--- src/rtl/cpu_ctrl_pkg.sv ---
// Shared encodings for the multicycle control unit: FSM states, opcodes and
// the datapath select values the controller drives.
package cpu_ctrl_pkg;

  typedef enum logic [2:0] {
    ST_FETCH  = 3'd0,
    ST_DECODE = 3'd1,
    ST_EXEC   = 3'd2,
    ST_MEM    = 3'd3,
    ST_WB     = 3'd4,
    ST_HALT   = 3'd5,
    ST_ERR    = 3'd6
  } state_t;

  localparam logic [3:0] OP_ADD   = 4'b0000;
  localparam logic [3:0] OP_SUB   = 4'b0001;
  localparam logic [3:0] OP_AND   = 4'b0010;
  localparam logic [3:0] OP_OR    = 4'b0011;
  localparam logic [3:0] OP_ADDI  = 4'b0100;
  localparam logic [3:0] OP_LOAD  = 4'b0101;
  localparam logic [3:0] OP_STORE = 4'b0110;
  localparam logic [3:0] OP_BEQ   = 4'b0111;
  localparam logic [3:0] OP_JMP   = 4'b1000;
  localparam logic [3:0] OP_HALT  = 4'b1111;

  localparam logic [2:0] ALU_ADD = 3'b000;
  localparam logic [2:0] ALU_SUB = 3'b001;
  localparam logic [2:0] ALU_AND = 3'b010;
  localparam logic [2:0] ALU_OR  = 3'b011;

  localparam logic [1:0] SRCB_REG = 2'b00;
  localparam logic [1:0] SRCB_ONE = 2'b01;
  localparam logic [1:0] SRCB_IMM = 2'b10;

  localparam logic [1:0] PC_INC    = 2'b00;
  localparam logic [1:0] PC_BRANCH = 2'b01;
  localparam logic [1:0] PC_JUMP   = 2'b10;

  function automatic logic is_legal(input logic [3:0] op);
    return (op <= OP_JMP) || (op == OP_HALT);
  endfunction

  function automatic logic [2:0] rtype_alu(input logic [3:0] op);
    case (op)
      OP_SUB:  return ALU_SUB;
      OP_AND:  return ALU_AND;
      OP_OR:   return ALU_OR;
      default: return ALU_ADD;
    endcase
  endfunction

endpackage

--- src/rtl/mem_watchdog.sv ---
// Counts consecutive memory-wait cycles; o_timeout flags the cycle in which the
// MEM_TIMEOUT-th consecutive not-ready cycle occurs. MEM_TIMEOUT = 0 disables it.
module mem_watchdog #(
  parameter int MEM_TIMEOUT = 16
) (
  input  logic i_clk,
  input  logic i_srst,
  input  logic i_clr,
  input  logic i_en,
  output logic o_timeout
);

  localparam int CW = $clog2(MEM_TIMEOUT + 2);

  logic [CW-1:0] r_count;

  always_ff @(posedge i_clk) begin
    if (i_srst || i_clr) begin
      r_count <= '0;
    end else if (i_en) begin
      r_count <= r_count + CW'(1);
    end
  end

  // r_count holds prior wait cycles, so the current one is the (r_count+1)-th.
  assign o_timeout = (MEM_TIMEOUT != 0) && i_en && (r_count == CW'(MEM_TIMEOUT - 1));

endmodule

--- src/rtl/multicycle_control.sv ---
// Moore-style multicycle control FSM for the 8-bit teaching CPU.
// Optional build macro INSTR_COUNT_EN adds the retired-instruction counter port.
module multicycle_control
  import cpu_ctrl_pkg::*;
#(
  parameter int MEM_TIMEOUT = 16,
  parameter int ICNT_W      = 16
) (
  input  logic       clock,
  input  logic       reset,
  input  logic [3:0] opcode,
  input  logic       zero,
  input  logic       mem_ready,
  output logic       pc_write,
  output logic [1:0] pc_src,
  output logic       ir_write,
  output logic       mem_read,
  output logic       mem_write,
  output logic [1:0] alu_src_b,
  output logic [2:0] alu_op,
  output logic       reg_write,
  output logic       reg_dst,
  output logic       mem_to_reg,
  output logic [2:0] state_o,
  output logic       illegal,
  output logic       halted,
  output logic       fault
`ifdef INSTR_COUNT_EN
  ,
  output logic [ICNT_W-1:0] instr_count
`endif
);

  state_t r_state;
  state_t w_next;
  logic   w_timeout;
  logic   w_wd_en;
  logic   w_wd_clr;

  always_ff @(posedge clock) begin
    if (reset) begin
      r_state <= ST_FETCH;
    end else begin
      r_state <= w_next;
    end
  end

  assign w_wd_en  = ((r_state == ST_FETCH) || (r_state == ST_MEM)) && !mem_ready;
  assign w_wd_clr = mem_ready || (w_next != r_state);

  mem_watchdog #(
    .MEM_TIMEOUT(MEM_TIMEOUT)
  ) u_watchdog (
    .i_clk    (clock),
    .i_srst   (reset),
    .i_clr    (w_wd_clr),
    .i_en     (w_wd_en),
    .o_timeout(w_timeout)
  );

  always_comb begin
    w_next     = r_state;
    pc_write   = 1'b0;
    pc_src     = PC_INC;
    ir_write   = 1'b0;
    mem_read   = 1'b0;
    mem_write  = 1'b0;
    alu_src_b  = SRCB_REG;
    alu_op     = ALU_ADD;
    reg_write  = 1'b0;
    reg_dst    = 1'b0;
    mem_to_reg = 1'b0;
    illegal    = 1'b0;
    halted     = 1'b0;
    fault      = 1'b0;

    case (r_state)
      ST_FETCH: begin
        mem_read  = 1'b1;
        alu_src_b = SRCB_ONE;
        if (mem_ready) begin
          ir_write = 1'b1;
          pc_write = 1'b1;
          w_next   = ST_DECODE;
        end else if (w_timeout) begin
          w_next = ST_ERR;
        end
      end
      ST_DECODE: begin
        if (opcode == OP_JMP) begin
          pc_write = 1'b1;
          pc_src   = PC_JUMP;
          w_next   = ST_FETCH;
        end else if (opcode == OP_HALT) begin
          w_next = ST_HALT;
        end else if (!is_legal(opcode)) begin
          illegal = 1'b1;
          w_next  = ST_FETCH;
        end else begin
          w_next = ST_EXEC;
        end
      end
      ST_EXEC: begin
        w_next = ST_FETCH;
        case (opcode)
          OP_ADD, OP_SUB, OP_AND, OP_OR: begin
            alu_op = rtype_alu(opcode);
            w_next = ST_WB;
          end
          OP_ADDI: begin
            alu_src_b = SRCB_IMM;
            w_next    = ST_WB;
          end
          OP_LOAD, OP_STORE: begin
            alu_src_b = SRCB_IMM;
            w_next    = ST_MEM;
          end
          OP_BEQ: begin
            alu_op = ALU_SUB;
            if (zero) begin
              pc_write = 1'b1;
              pc_src   = PC_BRANCH;
            end
          end
          default: ;
        endcase
      end
      ST_MEM: begin
        mem_read  = (opcode == OP_LOAD);
        mem_write = (opcode != OP_LOAD);
        if (mem_ready) begin
          w_next = (opcode == OP_LOAD) ? ST_WB : ST_FETCH;
        end else if (w_timeout) begin
          w_next = ST_ERR;
        end
      end
      ST_WB: begin
        reg_write  = 1'b1;
        reg_dst    = (opcode == OP_ADDI) || (opcode == OP_LOAD);
        mem_to_reg = (opcode == OP_LOAD);
        w_next     = ST_FETCH;
      end
      ST_HALT: halted = 1'b1;
      ST_ERR:  fault  = 1'b1;
      default: w_next = ST_FETCH;
    endcase

    // A transaction cut short by reset must not commit anything this cycle.
    if (reset) begin
      pc_write  = 1'b0;
      ir_write  = 1'b0;
      mem_write = 1'b0;
      reg_write = 1'b0;
    end
  end

  assign state_o = r_state;

`ifdef INSTR_COUNT_EN
  logic [ICNT_W-1:0] r_icnt;
  logic              w_retire;

  assign w_retire = (w_next == ST_FETCH) &&
                    (((r_state == ST_DECODE) && (opcode == OP_JMP)) ||
                     (r_state == ST_EXEC) || (r_state == ST_MEM) || (r_state == ST_WB));

  always_ff @(posedge clock) begin
    if (reset) begin
      r_icnt <= '0;
    end else if (w_retire) begin
      r_icnt <= r_icnt + ICNT_W'(1);
    end
  end

  assign instr_count = r_icnt;
`else
  logic [ICNT_W-1:0] w_unused_icnt;
  assign w_unused_icnt = '0;
`endif

endmodule

--- config.mk ---
export PLATFORM = sky130hd
export DESIGN_NAME = multicycle_control
export DESIGN_NICKNAME = d
export VERILOG_FILES = /design/src/rtl/cpu_ctrl_pkg.sv /design/src/rtl/mem_watchdog.sv /design/src/rtl/multicycle_control.sv
export SDC_FILE = /design/constraint.sdc
export NUM_CORES = 1
export LEC_CHECK = 0
export CAP_MARGIN = 25
export CORE_ASPECT_RATIO = 0.7
export CORE_MARGIN = 2
export CORE_UTILIZATION = 45
export DETAILED_ROUTE_END_ITERATION = 7
export PLACE_DENSITY = 0.8
export SLEW_MARGIN = 20
export SYNTH_ARGS = -nofsm -noshare
export SYNTH_HDL_FRONTEND = slang
export SYNTH_HIERARCHICAL = 1
export SYNTH_SLANG_ARGS = --single-unit
--- constraint.sdc ---
create_clock -name clock -period 3 [get_ports clock]
set_clock_uncertainty 0.1 [all_clocks]
set_input_delay 0.75 -clock clock [delete_from_list [all_inputs] [get_ports clock]]
set_output_delay 0.75 -clock clock [all_outputs]
set_load 0.01 [all_outputs]
* Word level (Yosys, flattened, before mapping) *
Index checks and enable logic that the tools add are counted.

word-level totals
  bits of input ports = 8
  output and inout port bits = 20
  register bits after elaboration = 8
  logic and storage cells = 76

operators by class
  eq/ne operators = 18
  reduce and logical (&&, ||, !) cells = 15
  order comparisons = 1
  mux-type cells = 39
  $add $sub $neg = 1

operator list
  kind                 number
  $mux 1               21
  $mux 3               6
  $eq 4x3->1 const B   4
  $pmux 3 s5           1
  $pmux 2 s2           3
  $eq 3x3->1 const B   3
  $eq 4x2->1 const B   2
  $eq 4x4->1 const B   2
  $mux 2               4
  $eq 3x2->1 const B   2
  $pmux 2 s3           1
  $pmux 3 s2           1
  $add 5x1->5 const B  1
  $eq 5x4->1 const B   1
  $logic_or 1x1->1     5
  $reduce_or 5->1      1
  $eq 4x1->1 const B   1
  $le 4x4->1 const B   1
  $logic_not 4->1      1
  $ne 4x3->1 const B   1
  $reduce_or 2->1      2
  $reduce_or 4->1      1
  $eq 3x1->1 const B   1
  $logic_not 3->1      1
  6 further kinds      7

* Longest topological paths before layout *
Gate-level depths: netlist of the first run.

  depth after elaboration = 10
  depth in mapped cells = 11
  mapped depth without buffers = 10

* Modules after synthesis *
Netlist of the first run, hierarchy kept.

by module, submodules not included
  module              times used  sequential area each (µm²)  cells an instance  area each (µm²)
  multicycle_control  1           60.1                        87                 701.9
  mem_watchdog        1           100.1                       25                 272.8

* Least setup slack after synthesis of the first run *
OpenSTA, ideal clock, no wires.

  kind = input-to-output
  start point = input port opcode[3]
  end point = output port alu_op[1]
  cell stages on the path = 3
  setup slack = 434 ps
  path buffers = 1
  data required time = 2150 ps
  arrival = 1716 ps
  cells stage by stage = buf_6 or3b_4 nor4b_1

between the ends
  word-level cells in the longest chain between the ends = 4
  elaborated cells between the ends (all ways) = 9
  those cells by class = 4 x eq/ne; 3 x mux; 2 x reduce/logical

ends and longest elaborated chain
  what                                           line                                           RTL
  start, declared                                multicycle_control.sv:11                       input logic [3:0] opcode,
  $eq 4x2->1 (tied with other cells)             cpu_ctrl_pkg.sv:44, multicycle_control.sv:105
  $pmux 2 s3 or $reduce_or 4->1 (tied branches)  cpu_ctrl_pkg.sv:44, multicycle_control.sv:105
  $pmux 2 s2 (*)                                 multicycle_control.sv:105                      case (opcode)
  $mux 2 (*)                                     multicycle_control.sv:77                       case (r_state)
  end, declared                                  multicycle_control.sv:20                       output logic [2:0] alu_op,

Mark *: on every way between the ends. The rest lies on a longest branch, timed or not.

* Worst setup path in the final report of the first run *
  start point = input port opcode[3]
  end point = output port pc_src[0]

between the ends
  word-level cells in the longest chain between the ends = 3

ends and longest elaborated chain
  what           line                       RTL
  $eq 4x3->1     multicycle_control.sv:105
  $mux 1         multicycle_control.sv:105
  $pmux 2 s2     multicycle_control.sv:77
  end, declared  multicycle_control.sv:15   output logic [1:0] pc_src,

No other way between the ends.

==> results of run 1 <==
[cells by family (layout without fill, tap and decap cells)]
group,after synthesis,in the layout,synth area share [%]
AND/OR/NAND/NOR,57,57,39.7
buffers and inverters,14,55,14.8
adder cells (fa/ha/maj),2,2,2.57
XOR/XNOR,3,3,2.70
flip-flops,8,8,16.4
multiplexers,4,4,4.62
AO/OA/AOI/OAI,23,23,18.9
other,1,1,0.385
[routing by layer]
metal	vias to the layer above	global-route usage, %	part of all wire (%)
met5	-	0	0
met2	38	33.0	44
met1	476	34.8	47
li1	493	-	-
met3	6	5.49	6.9
met4	0	9.33	1.9
[per-stage QoR]
step                      instance area [µm²]  std cells
after floorplan                           975        112
after detailed placement                 1300        173
final                                    1330        177
after CTS                                1320        177
after global routing                     1330        177
after global placement                   1300        173
[power breakdown]
part | switching, mW | total [mW] | internal [mW] | leakage [nW]
Sequential | 0.00469 | 0.114 | 0.109 | 0.0648
Combinational | 0.0558 | 0.114 | 0.0585 | 0.512
Clock | 0.0402 | 0.0862 | 0.0460 | 0.0138
[cells in the final DEF (no fill, tap or decap), types with 3 or more instances in the layout]
master and n:
buf_4 23, nor2_1 13, clkdlybuf4s50_1 13, dlygate4sd2_1 9, dfxtp_1 8, nand2_1 5, nor3_1 4, nand3_1 4
inv_1 3, o21ai_0 3, and2b_2 3, and2_1 3, nor2b_1 3, nand3b_1 3, a21oi_1 3, mux2i_1 3
clkbuf_4 3
[critical path, cell delays in order]
cell and delay, ns:
dlygate4sd2_1 0.27, and2b_2 0.23, nand3_1 0.11, nor2_2 0.15, clkdlybuf4s50_1 0.55
[cell usage after synthesis, types with 3 or more instances]
master    instances  area share (%)
a21oi_1           3             1.5
and2_1            3             1.9
and2b_2           3             2.7
buf_6             5             5.8
clkbuf_8          3             4.2
dfxtp_1           8              16
inv_1             3             1.2
mux2i_1           3             3.1
nand2_1           5             1.9
nand3_1           4             2.1
nand3b_1          3             2.3
nor2_1           14             5.4
nor2b_1           3             1.9
nor3_1            5             2.6
o21ai_0           3             1.5
[repair_timing]
action,4_1_cts,5_1_grt
setup buffers,1,0
pin swaps,0,1
endpoints found under the hold margin,0,0
endpoints found under the setup margin,11,4
gates resized for setup,14,4
hold buffers,0,0
gates cloned,0,0
[registers in the layout, indices dropped and copies added (netlist names)]
| register | count |
|---|---|
| u_watchdog/r_count | 5 |
| state_o | 3 |
[final timing paths]
kind / from / end / slack, ns / cells after the start
max: opcode[3] / pc_src[0] / 0.09 / 5
min: u_watchdog/r_count[4] / u_watchdog/r_count[4] / 0.44 / 2
max reg2reg: state_o[1] / u_watchdog/r_count[4] / 0.51 / 10
min reg2reg: u_watchdog/r_count[4] / u_watchdog/r_count[4] / 0.44 / 2
[layout make-up]
class	instances	area (µm²)
repair buffers	49	428
multi-input cells	90	678
clock buffers	3	22.5
fillers	182	772
well taps	24	30.0
inverters	3	11.3
flip-flops and latches	8	160
==> run metrics, run 1 <==
1st-iter DRT viols 73; count of cell types in the netlist 51; DR vias/cell 5.72; unrepaired setup endpoints after global routing no; final hold violations 0; number of max-cap violations 0; chip height 42.9 µm; port buffer count 26; max-slew violations 0; CTS Buffer Depth 2; worst setup margin 0.0864 ns; io pins 28; Final Cycle Share 97.1%; WL/cell 15.4 µm; Gate Count Post-Synth 112; antenna violations before repair 0; Clk Latency, worst-skew pair 0.27 ns; sequential fraction of the synthesis area 16.4%; fraction of registers with async set/reset 0%; CTS tree yes; DIE AREA 0.00256 mm²; total gr overflow 0; leak pwr 0.591 nW; hpwl dp 2110 µm; hold_ws 0.440 ns; Root Buffer clkbuf_4; number of global-route vias before repair 913; Worst Setup End Kind primary output; largest net degree at the start of global routing 19; Synth Area per Inst 8.70 µm²; 1st-pass router iterations 4; first-pass GRT wire length 4440 µm; top_reg_cell synth dfxtp_1; syn nets 122; Place WS -0.398 ns; CTS Sinks 8; status finished clean; row cnt 14; critical path fanouts, max 4; overall routed net length 2730 µm; final layout net count 165; Total GRT Usage 23.7%; Setup TNS Final 0 ns; GPL Wtd Cong 0.808; CTS Buf Count 3; synthesized area 975 µm²; crit path DAT 2.06 ns; EDFF count, synth 0; DR DRC count 0; core area 0.00210 mm²; post-synthesis register bit count 8; Layout Utilization 63.3%; CP Launch Type primary input; synth warn 6; Die W 59.6 µm; total chip power 0.314 mW; Area Overhead vs Synth 36.5%; ANT nets after route 0; Clock transition at path regs 0.06 ns; Antenna Cells 0; Initial Util 46.4%; # setup viols final 0; Setup CP Type primary input to primary output; Vias 1013; share of cells above drive strength 1 28.8%; minimum clock period 2.91 ns; Power Density 236 mW/mm²; Worst EP required 2.15 ns; Max VDD drop 0.000148 V; H-tree levels 1; Max Clk Rate 343 MHz; Hold WC Path Type flip-flop to flip-flop
Note: power is estimated with default switching activity, not from simulation.
==> run 2: changes to the inputs <==
--- a/config.mk
+++ b/config.mk
@@ -5,12 +5,12 @@
 export SDC_FILE = /design/constraint.sdc
 export NUM_CORES = 1
 export LEC_CHECK = 0
-export CAP_MARGIN = 25
+export CAP_MARGIN = 20
 export CORE_ASPECT_RATIO = 0.7
 export CORE_MARGIN = 2
-export CORE_UTILIZATION = 45
+export CORE_UTILIZATION = 30
 export DETAILED_ROUTE_END_ITERATION = 7
-export PLACE_DENSITY = 0.8
+export PLACE_DENSITY = 0.59
 export SLEW_MARGIN = 20
 export SYNTH_ARGS = -nofsm -noshare
 export SYNTH_HDL_FRONTEND = slang
==> constraint.sdc (replaced) <==
create_clock -name clock -period 3.21 [get_ports clock]
set_clock_uncertainty 0.1 [all_clocks]
set_input_delay 0.8025 -clock clock [delete_from_list [all_inputs] [get_ports clock]]
set_output_delay 0.8025 -clock clock [all_outputs]
set_load 0.01 [all_outputs]
==> run 2 against run 1 <==
Compared with the run above:
- register-to-register slack improved by 0.14 ns
- total power increased by 6.5%
- die area increased by 46%
- first-iteration DRC count decreased by 71%
- count of clock-buffer cells in the layout unchanged
- core utilization decreased by 20 points
- wire length decreased by 6.9%
- cell count increased by 7.3%
- non-clock buffer count decreased by 1
- hold slack got worse by 0.0070 ns
- sequential share of layout area decreased by 0.24 points
- combinational power decreased by 9.6%
==> run metrics, run 2 (same netlist as run 1, synthesis figures left out) <==
status finished clean; cell internal pwr 0.238 mW; unrepaired setup endpoints after global routing no; clock share of power 36.5%; Total GRT Usage 14.1%; Most common cell on crit path buf_4; number of global-route vias before repair 866; max reg flops 5; crit path DAT 2.22 ns; P_sw 0.0962 mW; GPL Wtd Cong 0.866; total chip power 0.335 mW; Max VDD drop 0.000105 V; Worst Setup End Kind primary output; final hold violations 0; Fillers 298; CP Cell Sequence dlygate4sd2_1 -> buf_4 -> nand4bb_4 -> buf_4 -> nor2_1 -> clkdlybuf4s50_1; most frequent cells in the layout buf_4, nor2_1, clkdlybuf4s50_1; CP max stage delay 0.54 ns; WL/cell 13.4 µm; Post-Place Cells 186; CP max-delay cell clkdlybuf4s50_1; # hold bufs at CTS 0; number of max-cap violations 0; row cnt 17; combinational share of power 30.7%; CP Launch Type primary input; leak pwr 0.580 nW; Multi-input gate area 676 µm²; DIE AREA 0.00373 mm²; DR DRC count 0; Clk Latency, worst-skew pair 0.23 ns; Antenna Cells 0; io pins 28; CTS Buf Count 3; Area Overhead vs Synth 39.3%; Worst Max-Slew Pin Slew 0.596 ns; overall routed net length 2540 µm; relative slew slack 60.2%; final layout net count 164; Setup TNS Final 0 ns; largest net degree at the start of global routing 18; 1st-pass router iterations 4; commonest non-fill, non-tap cell in the layout buf_4; CTS tree yes; total gr overflow 0; Biggest register u_watchdog/r_count; Hold WC Path Type flip-flop to flip-flop; CTS Sinks 8; minimum clock period 3.13 ns; register area 160 µm²; 1st-iter DRT viols 21; Vias 980; chip height 51.7 µm; # setup viols final 0; first-pass GRT wire length 4130 µm; Root Buffer clkbuf_8; Worst EP required 2.31 ns; max-slew violations 0; H-tree levels 1; Final Cycle Share 97.4%; CTS Buffer Depth 2; ANT nets after route 0; hpwl dp 2010 µm; port buffer count 26; Max Clk Rate 320 MHz; Power Density 246 mW/mm²; critical path fanouts, max 4; Initial Util 31.2%; Layout Cells excl Fill 190; Die W 72.1 µm; core area 0.00313 mm²; DR vias/cell 5.16; antenna violations before repair 0; sequential share of power 32.7%; Clock transition at path regs 0.04 ns; Setup CP Type primary input to primary output; Sw Share 28.8%; share of cells above drive strength 1 27.0%
## run 2: worst paths after layout
check                        startpoint                     to  slack, ns  cells past startpoint
setup reg to reg             state_o[1]  u_watchdog/r_count[4]       0.65                     10
hold reg to reg   u_watchdog/r_count[4]  u_watchdog/r_count[4]       0.43                      2
hold / removal    u_watchdog/r_count[4]  u_watchdog/r_count[4]       0.43                      2
setup / recovery              opcode[3]             mem_to_reg       0.08                      6
## run 2: final cells by class
type                    instances  area share, %
clock buffers                   3           3.04
well taps                      38           3.50
repair buffers                 48           31.1
inverters                       3          0.829
flip-flops and latches          8           11.8
multi-input cells              90           49.8
## run 2: critical path: cells and delay by family
family,cells,cell delay [ns]
buffers and inverters,4,1.13
and+or+nand+nor,2,0.29
## run 2: repair_timing
item	4_1_cts	5_1_grt
resized for setup	12	2
endpoints found under the setup margin	10	2
setup buffers	1	0
pin swaps	2	0
## run 2: power groups by stage
| stage | Sequential [mW] | Combinational, mW | Clock [mW] |
|---|---|---|---|
| after global routing | 0.110 | 0.111 | 0.129 |
| after detailed placement | 0.111 | 0.104 | 0 |
| after floorplan | 0.108 | 0.0678 | 0 |
| after CTS | 0.109 | 0.103 | 0.125 |
| after global placement | 0.111 | 0.104 | 0 |
| final | 0.110 | 0.103 | 0.122 |
## run 2: through the flow
stage | worst slack (ns) | hold slack (ns) | instance area (µm²) | utilization (%)
6_report | 0.0847 | 0.433 | 1360 | 43.4
5_1_grt | 0.0361 | 0.457 | 1360 | 43.4
4_1_cts | 0.0331 | 0.438 | 1350 | 43.3
3_5_place_dp | -0.273 | 0.432 | 1310 | 41.8
3_3_place_gp | -0.241 | 0.409 | 1310 | 41.8
2_1_floorplan | 0.539 | 0.396 | 975 | -
## run 2: routing by layer
layer	routed length, µm	up-vias	global-route usage, %
met2	1080	20	19.7
li1	-	489	-
met5	0	-	0
met1	1350	466	21.7
met4	23	0	3.77
met3	80	5	2.33
